==> config.mk <==
export PLATFORM = sky130hd
export DESIGN_NAME = alu_seq_flat
export DESIGN_NICKNAME = d
export VERILOG_FILES = /design/src/rtl/alu_seq_if.sv /design/src/rtl/alu_seq.sv /design/src/flat_wrapper.sv
export SDC_FILE = /design/constraint.sdc
export NUM_CORES = 1
export LEC_CHECK = 0
export CAP_MARGIN = 0
export CORE_MARGIN = 8
export CORE_UTILIZATION = 30
export DETAILED_ROUTE_END_ITERATION = 10
export SYNTH_ARGS = -nofsm -noshare
export SYNTH_HDL_FRONTEND = slang
export SYNTH_SLANG_ARGS = --single-unit
==> constraint.sdc <==
create_clock -name clk -period 7.2 [get_ports clk]
set_input_delay 2.16 -clock clk [delete_from_list [all_inputs] [get_ports clk]]
set_output_delay 2.16 -clock clk [all_outputs]
set_load 0.05 [all_outputs]
==> src/rtl/alu_seq_if.sv <==
// Handshake bundle between an operand-issuing controller and the sequential ALU.
// No logic and no latency of its own.
// Backpressure: in_valid/in_ready on the issue side, out_valid/out_ready on the result side.
interface alu_seq_if #(
  parameter int WIDTH = 8
);
  logic             in_valid;
  logic             in_ready;
  logic [WIDTH-1:0] a;
  logic [WIDTH-1:0] b;
  logic [3:0]       op;
  logic             out_valid;
  logic             out_ready;
  logic [WIDTH-1:0] result;
  logic             zero;
  logic             c_out;
  logic             of;

  // Controller / result-consumer side
  modport master (
    output in_valid, a, b, op, out_ready,
    input  in_ready, out_valid, result, zero, c_out, of
  );

  // ALU side
  modport slave (
    input  in_valid, a, b, op, out_ready,
    output in_ready, out_valid, result, zero, c_out, of
  );
endinterface

==> src/rtl/alu_seq.sv <==
// Handshaked ALU: 8 single-cycle ops plus iterative shifts (1 bit/cycle) and shift-add multiply.
// Latency: result visible 1 edge after accept, +s edges for shifts, +WIDTH edges for mul.
// Backpressure: in_ready only in IDLE; result/flags held in DONE until out_ready.
module alu_seq #(
  parameter int WIDTH = 8,
  parameter int SHW   = $clog2(WIDTH)
) (
  input  logic     clk,
  input  logic     rst_n,
  alu_seq_if.slave bus
);

  localparam int CW = SHW + 1;

  localparam logic [3:0] OP_ADD = 4'd0;
  localparam logic [3:0] OP_SUB = 4'd1;
  localparam logic [3:0] OP_NOT = 4'd2;
  localparam logic [3:0] OP_AND = 4'd3;
  localparam logic [3:0] OP_OR  = 4'd4;
  localparam logic [3:0] OP_XOR = 4'd5;
  localparam logic [3:0] OP_SLT = 4'd6;
  localparam logic [3:0] OP_EQ  = 4'd7;
  localparam logic [3:0] OP_SLL = 4'd8;
  localparam logic [3:0] OP_SRL = 4'd9;
  localparam logic [3:0] OP_SRA = 4'd10;
  localparam logic [3:0] OP_MUL = 4'd11;

  localparam logic [CW-1:0] CNT_MUL = CW'(WIDTH);
  localparam logic [CW-1:0] CNT_ONE = CW'(1);

  typedef enum logic [1:0] {
    IDLE = 2'd0,
    BUSY = 2'd1,
    DONE = 2'd2
  } state_t;

  state_t           state_q;
  logic             in_ready_q;
  logic             out_valid_q;
  logic [3:0]       op_q;
  logic [WIDTH-1:0] a_q;     // multiplicand for mul
  logic [WIDTH-1:0] work_q;  // shift register, or multiplier / low product half
  logic [WIDTH-1:0] hi_q;    // high product half during mul
  logic [CW-1:0]    cnt_q;   // remaining iterations
  logic [WIDTH-1:0] result_q;
  logic             zero_q;
  logic             c_q;
  logic             of_q;

  // Single-cycle datapath, evaluated on the live inputs at the accept edge
  logic [WIDTH:0]   add_w;
  logic [WIDTH:0]   sub_w;
  logic             lt_s;
  logic [SHW-1:0]   shamt;
  logic             is_shift;
  logic             is_long;
  logic [WIDTH-1:0] sc_res;
  logic             sc_c;
  logic             sc_of;

  // One iteration of the multi-cycle datapath
  logic [WIDTH:0]   mul_sum;
  logic [WIDTH-1:0] work_d;
  logic [WIDTH-1:0] hi_d;
  logic             step_c;

  assign add_w    = {1'b0, bus.a} + {1'b0, bus.b};
  assign sub_w    = {1'b0, bus.a} + {1'b0, ~bus.b} + {{WIDTH{1'b0}}, 1'b1};
  assign lt_s     = $signed(bus.a) < $signed(bus.b);
  assign shamt    = bus.b[SHW-1:0];
  assign is_shift = (bus.op == OP_SLL) || (bus.op == OP_SRL) || (bus.op == OP_SRA);
  // Zero-amount shifts complete immediately and pass a through unchanged
  assign is_long  = (is_shift && (shamt != '0)) || (bus.op == OP_MUL);

  // Result and flags for everything that completes on the accept edge
  always_comb begin
    sc_res = '0;
    sc_c   = 1'b0;
    sc_of  = 1'b0;
    case (bus.op)
      OP_ADD: begin
        sc_res = add_w[WIDTH-1:0];
        sc_c   = add_w[WIDTH];
        sc_of  = (bus.a[WIDTH-1] == bus.b[WIDTH-1]) && (add_w[WIDTH-1] != bus.a[WIDTH-1]);
      end
      OP_SUB: begin
        sc_res = sub_w[WIDTH-1:0];
        sc_c   = sub_w[WIDTH];
        sc_of  = (bus.a[WIDTH-1] != bus.b[WIDTH-1]) && (sub_w[WIDTH-1] != bus.a[WIDTH-1]);
      end
      OP_NOT:  sc_res = ~bus.a;
      OP_AND:  sc_res = bus.a & bus.b;
      OP_OR:   sc_res = bus.a | bus.b;
      OP_XOR:  sc_res = bus.a ^ bus.b;
      OP_SLT:  sc_res = {{(WIDTH-1){1'b0}}, lt_s};
      OP_EQ:   sc_res = {{(WIDTH-1){1'b0}}, (bus.a == bus.b)};
      OP_SLL, OP_SRL, OP_SRA: sc_res = bus.a;
      default: sc_res = '0;
    endcase
  end

  // Next value of the iterative datapath for one BUSY cycle
  always_comb begin
    work_d  = work_q;
    hi_d    = hi_q;
    step_c  = 1'b0;
    mul_sum = '0;
    case (op_q)
      OP_SLL: begin
        work_d = {work_q[WIDTH-2:0], 1'b0};
        step_c = work_q[WIDTH-1];
      end
      OP_SRL: begin
        work_d = {1'b0, work_q[WIDTH-1:1]};
        step_c = work_q[0];
      end
      OP_SRA: begin
        work_d = {work_q[WIDTH-1], work_q[WIDTH-1:1]};
        step_c = work_q[0];
      end
      OP_MUL: begin
        // Add multiplicand when the current multiplier bit is set, then shift the
        // {carry, hi, lo} product right; lo fills with product bits as b drains out
        mul_sum        = {1'b0, hi_q} + (work_q[0] ? {1'b0, a_q} : {(WIDTH+1){1'b0}});
        {hi_d, work_d} = {mul_sum, work_q[WIDTH-1:1]};
        step_c         = |hi_d;
      end
      default: begin
        work_d = work_q;
        hi_d   = hi_q;
      end
    endcase
  end

  // Control FSM with registered handshake outputs, result and flags
  always_ff @(posedge clk or negedge rst_n) begin
    if (!rst_n) begin
      state_q     <= IDLE;
      in_ready_q  <= 1'b1;
      out_valid_q <= 1'b0;
      op_q        <= '0;
      a_q         <= '0;
      work_q      <= '0;
      hi_q        <= '0;
      cnt_q       <= '0;
      result_q    <= '0;
      zero_q      <= 1'b0;
      c_q         <= 1'b0;
      of_q        <= 1'b0;
    end else begin
      case (state_q)
        IDLE: begin
          if (bus.in_valid) begin
            op_q       <= bus.op;
            a_q        <= bus.a;
            in_ready_q <= 1'b0;
            hi_q       <= '0;
            if (is_long) begin
              state_q <= BUSY;
              work_q  <= (bus.op == OP_MUL) ? bus.b : bus.a;
              cnt_q   <= (bus.op == OP_MUL) ? CNT_MUL : {1'b0, shamt};
            end else begin
              state_q     <= DONE;
              out_valid_q <= 1'b1;
              work_q      <= bus.a;
              cnt_q       <= '0;
              result_q    <= sc_res;
              zero_q      <= (sc_res == '0);
              c_q         <= sc_c;
              of_q        <= sc_of;
            end
          end
        end
        BUSY: begin
          work_q <= work_d;
          hi_q   <= hi_d;
          cnt_q  <= cnt_q - CNT_ONE;
          if (cnt_q == CNT_ONE) begin
            state_q     <= DONE;
            out_valid_q <= 1'b1;
            result_q    <= work_d;
            zero_q      <= (work_d == '0);
            c_q         <= step_c;
            of_q        <= 1'b0;
          end
        end
        DONE: begin
          if (bus.out_ready) begin
            state_q     <= IDLE;
            out_valid_q <= 1'b0;
            in_ready_q  <= 1'b1;
          end
        end
        default: begin
          state_q     <= IDLE;
          out_valid_q <= 1'b0;
          in_ready_q  <= 1'b1;
        end
      endcase
    end
  end

  assign bus.in_ready  = in_ready_q;
  assign bus.out_valid = out_valid_q;
  assign bus.result    = result_q;
  assign bus.zero      = zero_q;
  assign bus.c_out     = c_q;
  assign bus.of        = of_q;

endmodule
==> src/flat_wrapper.sv <==
// flat-port wrapper written by rule: the top's interface ports become plain ports
module alu_seq_flat 
#(
  parameter int WIDTH = 8,
  parameter int SHW   = $clog2(WIDTH)
)
  (clk, rst_n, bus_in_valid, bus_a, bus_b, bus_op, bus_out_ready, bus_in_ready, bus_out_valid, bus_result, bus_zero, bus_c_out, bus_of);
  alu_seq_if #(.WIDTH(WIDTH)) bus_i ();
  input  logic clk;
  input  logic rst_n;
  input wire logic [$bits(bus_i.in_valid)-1:0] bus_in_valid;
  input wire logic [$bits(bus_i.a)-1:0] bus_a;
  input wire logic [$bits(bus_i.b)-1:0] bus_b;
  input wire logic [$bits(bus_i.op)-1:0] bus_op;
  input wire logic [$bits(bus_i.out_ready)-1:0] bus_out_ready;
  output wire logic [$bits(bus_i.in_ready)-1:0] bus_in_ready;
  output wire logic [$bits(bus_i.out_valid)-1:0] bus_out_valid;
  output wire logic [$bits(bus_i.result)-1:0] bus_result;
  output wire logic [$bits(bus_i.zero)-1:0] bus_zero;
  output wire logic [$bits(bus_i.c_out)-1:0] bus_c_out;
  output wire logic [$bits(bus_i.of)-1:0] bus_of;
  assign bus_i.in_valid = bus_in_valid;
  assign bus_i.a = bus_a;
  assign bus_i.b = bus_b;
  assign bus_i.op = bus_op;
  assign bus_i.out_ready = bus_out_ready;
  assign bus_in_ready = bus_i.in_ready;
  assign bus_out_valid = bus_i.out_valid;
  assign bus_result = bus_i.result;
  assign bus_zero = bus_i.zero;
  assign bus_c_out = bus_i.c_out;
  assign bus_of = bus_i.of;
  alu_seq #(.WIDTH(WIDTH), .SHW(SHW)) u_core (.clk(clk), .rst_n(rst_n), .bus(bus_i));
endmodule
==> metrics.csv, run 1 <==
metric,value,unit
outcome,"complete, no violations",
wire per inst,17.51,um
final hold viol count,0,
Layout area overhead,14.67,%
diodes inserted,0,
core area,0.01388,sq mm
antenna violations before repair,0,
share of cells above drive strength 1,0.04685,
CTS tree,yes,
"Seq/Total Area, Yosys",0.2772,
largest net degree at the start of global routing,48,
startpoint types,input pin,
CP required,7420,ps
most common cell in the netlist,nand2_1,
dominant cells by area after synthesis,"dfrtp_1 (27%), ha_1 (10%), o21ai_0 (6.5%), nand2_1 (5.3%), a21oi_1 (4.4%)",
RSZ-0062 raised after global routing,false,
H-tree depth,2,
critical path type,input pin to flip-flop,
post-cts sizing count,0,
cell area after synthesis,0.004248,sq mm
Final Skew,5.081,ps
post-synthesis async set-or-reset flop share,1.000,
Hold Path Class,flip-flop to flip-flop,
Clock transition at path regs,70,ps
Max-slew headroom,0.2631,
min Tclk post-route,5221,ps
"Avg Cell Area, Syn",7.881,sq um
CTS Buffer Depth,2,
die area,0.01822,sq mm
data arrival time of the worst path,5440,ps
Tot GR Track Use,0.1393,
Clock Latency Late Sink,290,ps
Yosys warning count,0,
CTS Sinks,47,
Post-route DRC,0,
maxcap violations,0,
worst-path fanout max,13,
Die H,135.0,um
P_leak,2.072,nW
Least-Margin Pin Slew,1101,ps
Routed Antenna Nets,0,
Design Power,1.498,mW
post-synth top area share,0.2710,
first-pass GRT wire length,20.55,mm
row count,43,
IO Pins,37,
post-place setup slack,1691,ps
clk root buf,clkbuf_16,
vias per cell,5.520,
Final Worst Setup Slack,1979,ps
Worst Setup End Kind,flip-flop,
IO buf count,36,
vias,4057,
register bit total from synthesis,47,
cts hold-fix bufs,0,
DRT iter0 DRCs,422,
Yosys cell types,68,
Die Wd,135.0,um
CTS Buf Count,5,
final setup violation count,0,
Synth Net Count,600,
Final TNS setup,0,ps
FILL cells,1450,
GRT overflow,0,
Most used DFF post-synth,dfrtp_1,
final WL,12.87,mm
final period utilization,0.7251,
fmax,0.1915,GHz
nets@finish,615,
router iterations before antenna repair,7,
Post-synth EDFFs,0,
post-synth top area cell,dfrtp_1,
peak supply drop,0.1070,mV
post-DP HPWL,9.792,mm
routability-driven placement congestion ratio,0.8858,
Final Max Slew Viols,0,
Pwr Density,307.6,mW/mm^2
Synth top cells by count,"nand2_1 (60), o21ai_0 (55), dfrtp_1 (46)",
number of global-route vias before repair,3827,
starting density of the core,0.3060,
Syn Inst Count,539,
post-CTS setup buffers,0,
final timing paths:
path / startpoint / end / slack [ps] / cells after the start
worst max-delay path: bus_a[5] / u_core.bus.zero$_DFFE_PN0P_ / 1980 / 9
worst min-delay path: u_core.a_q[2]$_DFFE_PN0P_ / u_core.a_q[2]$_DFFE_PN0P_ / 480 / 2
worst max register to register: u_core.state_q[1]$_DFFE_PN0P_ / u_core.bus.zero$_DFFE_PN0P_ / 4230 / 6
worst min register to register: u_core.a_q[2]$_DFFE_PN0P_ / u_core.a_q[2]$_DFFE_PN0P_ / 480 / 2
max in group asynchronous: rst_n / u_core.cnt_q[2]$_DFFE_PN0P_ / 4820 / 2
min in group asynchronous: rst_n / u_core.hi_q[3]$_DFFE_PN0P_ / 1960 / 2
metal layers:
layer / global-route usage / part of all wire / routed length, um / vias up
li1: - / - / - / 1986
met1: 0.1883 / 0.46 / 5982 / 1920
met2: 0.2201 / 0.46 / 5861 / 137
met3: 0.02526 / 0.063 / 814 / 14
met4: 0.04257 / 0.017 / 213 / 0
met5: 0 / 0 / 0 / -
placed cells by master, fill, tap and decap left out, types with 5 or more instances in the layout:
cell type | synthesis | routed
a21o_1 | 8 | 8
a21oi_1 | 37 | 37
a221o_1 | 5 | 5
a22oi_1 | 6 | 6
a311oi_1 | 6 | 6
a31oi_1 | 5 | 5
a32oi_1 | 5 | 5
and2_1 | 8 | 8
clkbuf_16 | 0 | 5
clkdlybuf4s50_1 | 0 | 35
dfrtp_1 | 46 | 46
ha_1 | 34 | 34
inv_1 | 31 | 31
mux2i_1 | 6 | 6
nand2_1 | 60 | 60
nand2b_1 | 9 | 9
nand3_1 | 21 | 21
nor2_1 | 40 | 40
nor2b_1 | 10 | 10
nor3_1 | 16 | 16
nor4_1 | 6 | 6
o211ai_1 | 9 | 9
o21ai_0 | 55 | 55
o22ai_1 | 5 | 5
or3_1 | 5 | 5
xnor2_1 | 7 | 7
state kept, by name (all words and copies together), names as in the netlist:
| register | flops |
|---|---|
| u_core.a_q | 8 |
| u_core.bus.c_out | 1 |
| u_core.bus.in_ready | 1 |
| u_core.bus.of | 1 |
| u_core.bus.out_valid | 1 |
| u_core.bus.result | 8 |
| u_core.bus.zero | 1 |
| u_core.cnt_q | 4 |
| u_core.hi_q | 8 |
| u_core.op_q | 4 |
| u_core.state_q | 2 |
| u_core.work_q | 8 |
cells by family after synthesis:
| group | Yosys count | synth area share |
|---|---|---|
| AOI/OAI and AO/OA | 180 | 0.2845 |
| xor gates and xnor gates | 10 | 0.02062 |
| adders and majority gates | 37 | 0.1143 |
| buffers and inverters | 64 | 0.06509 |
| DFF | 47 | 0.2772 |
| muxes | 7 | 0.01679 |
| and+or+nand+nor | 194 | 0.2215 |
stage by stage:
stage | hold slack (ps) | instance area, sq um | utilization | cells
2_1_floorplan | 442.4 | 4248 | - | 539
4_1_cts | 478.4 | 4871 | 0.3509 | 735
5_1_grt | 506.9 | 4871 | 0.3509 | 735
3_5_place_dp | 462.7 | 4702 | 0.3387 | 727
3_3_place_gp | 460.9 | 4702 | 0.3387 | 727
6_report | 475.6 | 4871 | 0.3509 | 735
cell type report:
class | instances | area, sq um | share of cell area
repair buffers | 40 | 385.4 | 0.07912
inverters | 32 | 120.1 | 0.02466
clock inverters | 3 | 43.79 | 0.008990
flip-flops and latches | 47 | 1177 | 0.2417
well taps | 180 | 225.2 | 0.04624
multi-input cells | 428 | 2794 | 0.5736
clock buffers | 5 | 125.1 | 0.02569
critical path, cell delays in order:
cell and delay (ps):
clkdlybuf4s50_1 570, inv_1 170, ha_1 480, nor4_1 500
a31oi_1 180, a311oi_1 410, or3b_1 380, or4_1 420
o211ai_2 170
where the power goes:
part | switching [mW] | total, mW | internal, mW
registers | 0.116 | 0.482 | 0.366
clock network | 0.103 | 0.266 | 0.164
logic | 0.461 | 0.750 | 0.288
total | 0.680 | 1.50 | 0.818
(Power assumes the default switching activity.)
==> inputs of run 2 (changes only) <==
- clock period: 7.2 -> 5.15 ns (I/O delays scaled with it)
==> run 2 against run 1 <==
- clock skew up 7.4 ps
- largest power group unchanged
- count of clock-buffer cells in the layout increased by 1
- setup slack got worse by 1300 ps
- global-route usage is 1.0 points higher
- sequential share of layout area decreased by 0.23 points
- routed wire length grew 6.2%
- cell count rose by 1.4%
- worst hold slack worse by 5.4 ps
- critical path depth did not move
- register-to-register slack got worse by 1900 ps
- non-clock buffer count up 10
- combinational power is 43% higher
==> metrics.csv, run 2 (synthesis gave the netlist of run 1 again) <==
metric,value,unit
outcome,"complete, no violations",
post-CTS setup buffers,0,
antenna violations before repair,1,
min Tclk post-route,4441,ps
Final Worst Setup Slack,708.6,ps
Clock transition at path regs,70,ps
DRT iter0 DRCs,462,
FF-to-FF path depth,11,
Worst R2R Start,u_core.work_q[0]$_DFFE_PN0P_,
Critical R2R Capture,u_core.bus.c_out$_DFFE_PN0P_,
maxcap violations,0,
CTS Sinks,47,
worst-path fanout max,13,
Die H,135.0,um
CP required,5370,ps
vias,4225,
die area,0.01822,sq mm
largest net degree at the start of global routing,48,
Final Max Slew Viols,0,
Clock Latency Late Sink,300,ps
Final Skew,12.43,ps
final WL,13.67,mm
Hold Path Class,flip-flop to flip-flop,
H-tree depth,2,
Tot GR Track Use,0.1495,
Post-route DRC,0,
startpoint types,input pin,
nets@finish,625,
share of cells above drive strength 1,0.06195,
P_leak,2.103,nW
row count,43,
wire per inst,18.34,um
Worst Setup End Kind,flip-flop,
Least-Margin Pin Slew,1207,ps
final setup violation count,0,
post-place setup slack,458.0,ps
CTS Buf Count,5,
Max-slew headroom,0.1940,
core area,0.01388,sq mm
fmax,0.2252,GHz
GRT overflow,0,
"commonest non-fill, non-tap cells in the layout","nand2_1 (60), o21ai_0 (55), dfrtp_1 (46)",
IO buf count,36,
fin util,0.3543,
routability-driven placement congestion ratio,0.9157,
final period utilization,0.8624,
IO Pins,37,
starting density of the core,0.3060,
Routed Antenna Nets,0,
critical path type,input pin to flip-flop,
data arrival time of the worst path,4660,ps
first-pass GRT wire length,21.80,mm
WHS Endpoint,u_core.a_q[0]$_DFFE_PN0P_,
diodes inserted,0,
Die Wd,135.0,um
Layout area overhead,15.79,%
RSZ-0062 raised after global routing,false,
CTS tree,yes,
cts hold-fix bufs,0,
Reg2Reg Setup Slack,2330,ps
"most common cell after layout, fill and taps aside",nand2_1,
Hold Path Stages,2,
peak supply drop,0.1717,mV
clk root buf,clkbuf_16,
hold path start,u_core.a_q[0]$_DFFE_PN0P_,
final hold viol count,0,
router iterations before antenna repair,5,
post-DP HPWL,10.39,mm
vias per cell,5.671,
CTS Buffer Depth,2,
Design Power,2.075,mW
Final TNS setup,0,ps
Pwr Density,421.9,mW/mm^2
post-cts sizing count,0,
number of global-route vias before repair,3982,
run 2: worst max-delay path: stages:
cell and delay, ps:
clkdlybuf4s50_1 560, inv_1 120, ha_1 460, nor4_1 450, a31oi_1 190, a311oi_1 360
or3b_1 390, or4_1 430, o211ai_2 160
run 2: metal layers:
| layer | track usage | up-vias | part of all wire |
|---|---|---|---|
| met3 | 0.02489 | 17 | 0.073 |
| met5 | 0 | - | 0.00095 |
| met1 | 0.2054 | 2014 | 0.46 |
| met2 | 0.2309 | 177 | 0.44 |
| met4 | 0.05182 | 2 | 0.021 |
| li1 | - | 2015 | - |
run 2: worst max path at each step:
| stage | start | end | slack, ps | cells past startpoint |
|---|---|---|---|---|
| CTS | bus_a[5] | u_core.bus.zero$_DFFE_PN0P_ | 760 | 9 |
| detailed placement | bus_a[5] | u_core.bus.zero$_DFFE_PN0P_ | 460 | 9 |
| global placement | bus_a[1] | u_core.bus.zero$_DFFE_PN0P_ | 520 | 10 |
| finish | bus_a[5] | u_core.bus.zero$_DFFE_PN0P_ | 710 | 9 |
| floorplan | bus_a[0] | u_core.bus.zero$_DFFE_PN0P_ | 1490 | 11 |
| global route | bus_a[5] | u_core.bus.zero$_DFFE_PN0P_ | 470 | 9 |
run 2: cell type report:
type,count,area (sq um)
Fill cell,1488,8962
Multi-Input combinational cell,428,2794
Sequential cell,47,1177
Timing Repair Buffer,50,460.4
Tap cell,180,225.2
Clock buffer,6,128.9
Inverter,32,120.1
Clock inverter,2,12.51
run 2: where the power goes:
group / switching, mW / internal, mW / total (mW)
Clock: 0.148 / 0.180 / 0.327
Combinational: 0.658 / 0.413 / 1.07
Sequential: 0.166 / 0.511 / 0.677
run 2: through the flow:
step	cell area, sq um	hold slack [ps]	instances
floorplan	4248	442.4	539
global placement	4777	459.9	737
detailed placement	4777	463.3	737
CTS	4918	476.7	745
global route	4918	500.6	745
finish	4918	470.2	745
==> inputs of run 3 (changes only) <==
- CORE_UTILIZATION: 30 -> 50
- PLACE_DENSITY: not set -> 0.71
==> run 3 against run 2 <==
- clock skew is essentially flat
- worst hold slack gained 24 ps
- sequential cell count is the same
- critical path depth is the same
- design area shrank 2.4%
- register-to-register slack lost 100 ps
- die area shrank 36%
- maximum frequency grew 1.6%
==> metrics.csv, run 3 (synthesis gave the netlist of run 1 again) <==
metric,value,unit
Routed Antenna Nets,0,
"most common cell after layout, fill and taps aside",nand2_1,
worst-path fanout max,13,
FF-to-FF path depth,6,
Least-Margin Pin Slew,1172,ps
min Tclk post-route,4369,ps
Die Wd,108.2,um
router iterations before antenna repair,5,
Pwr Density,417.2,mW/mm^2
IO Pins,37,
P_leak,2.091,nW
Design Power,2.003,mW
"commonest non-fill, non-tap cells in the layout","nand2_1 (60), o21ai_0 (55), dfrtp_1 (46)",
IO buf count,36,
starting density of the core,0.5170,
first-pass GRT wire length,20.79,mm
hold path start,u_core.a_q[2]$_DFFE_PN0P_,
share of cells above drive strength 1,0.06702,
uppermost routed layer,met4,
wire per inst,19.30,um
CP required,5390,ps
Final Max Slew Viols,0,
placed instance area,0.004698,sq mm
cts hold-fix bufs,0,
vias,4253,
CTS Buf Count,5,
fin util,0.5841,
Worst path max stage delay,550,ps
data arrival time of the worst path,4610,ps
metal2 WL,6.056,mm
core area,0.008217,sq mm
outcome,"complete, no violations",
crit path cell chain,clkdlybuf4s50_1 > inv_1 > ha_1 > nor4_1 > a31oi_1 > a311oi_1 > or3b_1 > or4_1 > o211ai_2,
Tot GR Track Use,0.2223,
fmax,0.2289,GHz
CP top delay family,simple AND/OR/NAND/NOR gates,
RSZ-0062 raised after global routing,false,
final WL,12.99,mm
Max-slew headroom,0.2169,
Critical R2R Capture,u_core.bus.zero$_DFFE_PN0P_,
Hold Path Class,flip-flop to flip-flop,
CTS Buffer Depth,2,
row count,33,
number of global-route vias before repair,3932,
vias per cell,6.319,
CTS tree,yes,
maxcap violations,0,
clk root buf,clkbuf_8,
Clock transition at path regs,100,ps
Worst Setup End Kind,flip-flop,
Final Skew,12.06,ps
Die H,108.2,um
Hold Path Stages,2,
Worst R2R Start,u_core.state_q[1]$_DFFE_PN0P_,
nets@finish,627,
final period utilization,0.8484,
antenna violations before repair,1,
startpoint types,input pin,
WHS Endpoint,u_core.a_q[2]$_DFFE_PN0P_,
post-DP HPWL,9.803,mm
Worst path slowest cell,clkdlybuf4s50_1,
final instance area,0.004800,sq mm
largest net degree at the start of global routing,48,
GRT overflow,0,
critical path type,input pin to flip-flop,
routability-driven placement congestion ratio,0.9246,
peak supply drop,0.1310,mV
post-CTS setup buffers,0,
post-cts sizing count,0,
die area,0.01170,sq mm
Post-route DRC,0,
final hold viol count,0,
M1 WL,5.461,mm
Clock Latency Late Sink,310,ps
met3 WL post-DR,1.044,mm
Reg2Reg Setup Slack,2230,ps
CTS Sinks,47,
final setup violation count,0,
Layout area overhead,12.99,%
Final TNS setup,0,ps
DRT iter0 DRCs,344,
FILL cells,779,
Critical path buffers and inverters,2,
H-tree depth,2,
-- run 3: worst max path at each step --
stage | to | cells after the start | start
6_report | u_core.bus.zero$_DFFE_PN0P_ | 9 | bus_a[5]
5_1_grt | u_core.bus.zero$_DFFE_PN0P_ | 9 | bus_a[5]
4_1_cts | u_core.bus.zero$_DFFE_PN0P_ | 9 | bus_a[5]
3_5_place_dp | u_core.bus.zero$_DFFE_PN0P_ | 9 | bus_a[5]
3_3_place_gp | u_core.bus.zero$_DFFE_PN0P_ | 9 | bus_a[5]
2_1_floorplan | u_core.bus.zero$_DFFE_PN0P_ | 11 | bus_a[0]
-- run 3: stage by stage --
step | setup WS, ps | hold WS, ps | cells
CTS | 797.4 | 500.9 | 672
global route | 637.2 | 533.3 | 672
global placement | 671.1 | 460.3 | 664
finish | 780.5 | 493.8 | 673
detailed placement | 493.3 | 479.3 | 664
floorplan | 1486 | 442.4 | 539
-- run 3: routing by layer --
metal | up-vias | track usage
li1 | 2001 | -
met1 | 2022 | 0.2988
met2 | 201 | 0.3527
met3 | 29 | 0.02677
met4 | 0 | 0.09316
met5 | - | 0
-- run 3: cell type report --
class,count,area [sq um],share of cell area
antenna,1,2.502,0.0005214
clock buffer,6,82.58,0.01721
clock inverter,2,16.27,0.003389
inverter,32,120.1,0.02503
multi-input combinational,428,2794,0.5821
sequential,47,1177,0.2453
tap,105,131.4,0.02737
timing repair buffer,52,475.5,0.09906
-- run 3: power by group --
group	switching, mW	internal (mW)
clock	0.141	0.110
combinational	0.660	0.413
sequential	0.168	0.511
total	0.969	1.03
-- run 3: worst register-to-register path, stage by stage (launching register included) --
cell	delay, ps
dfrtp_1	510
nand2b_1	650
o221ai_1	300
a311oi_1	390
or3b_1	400
or4_1	440
o211ai_2	170
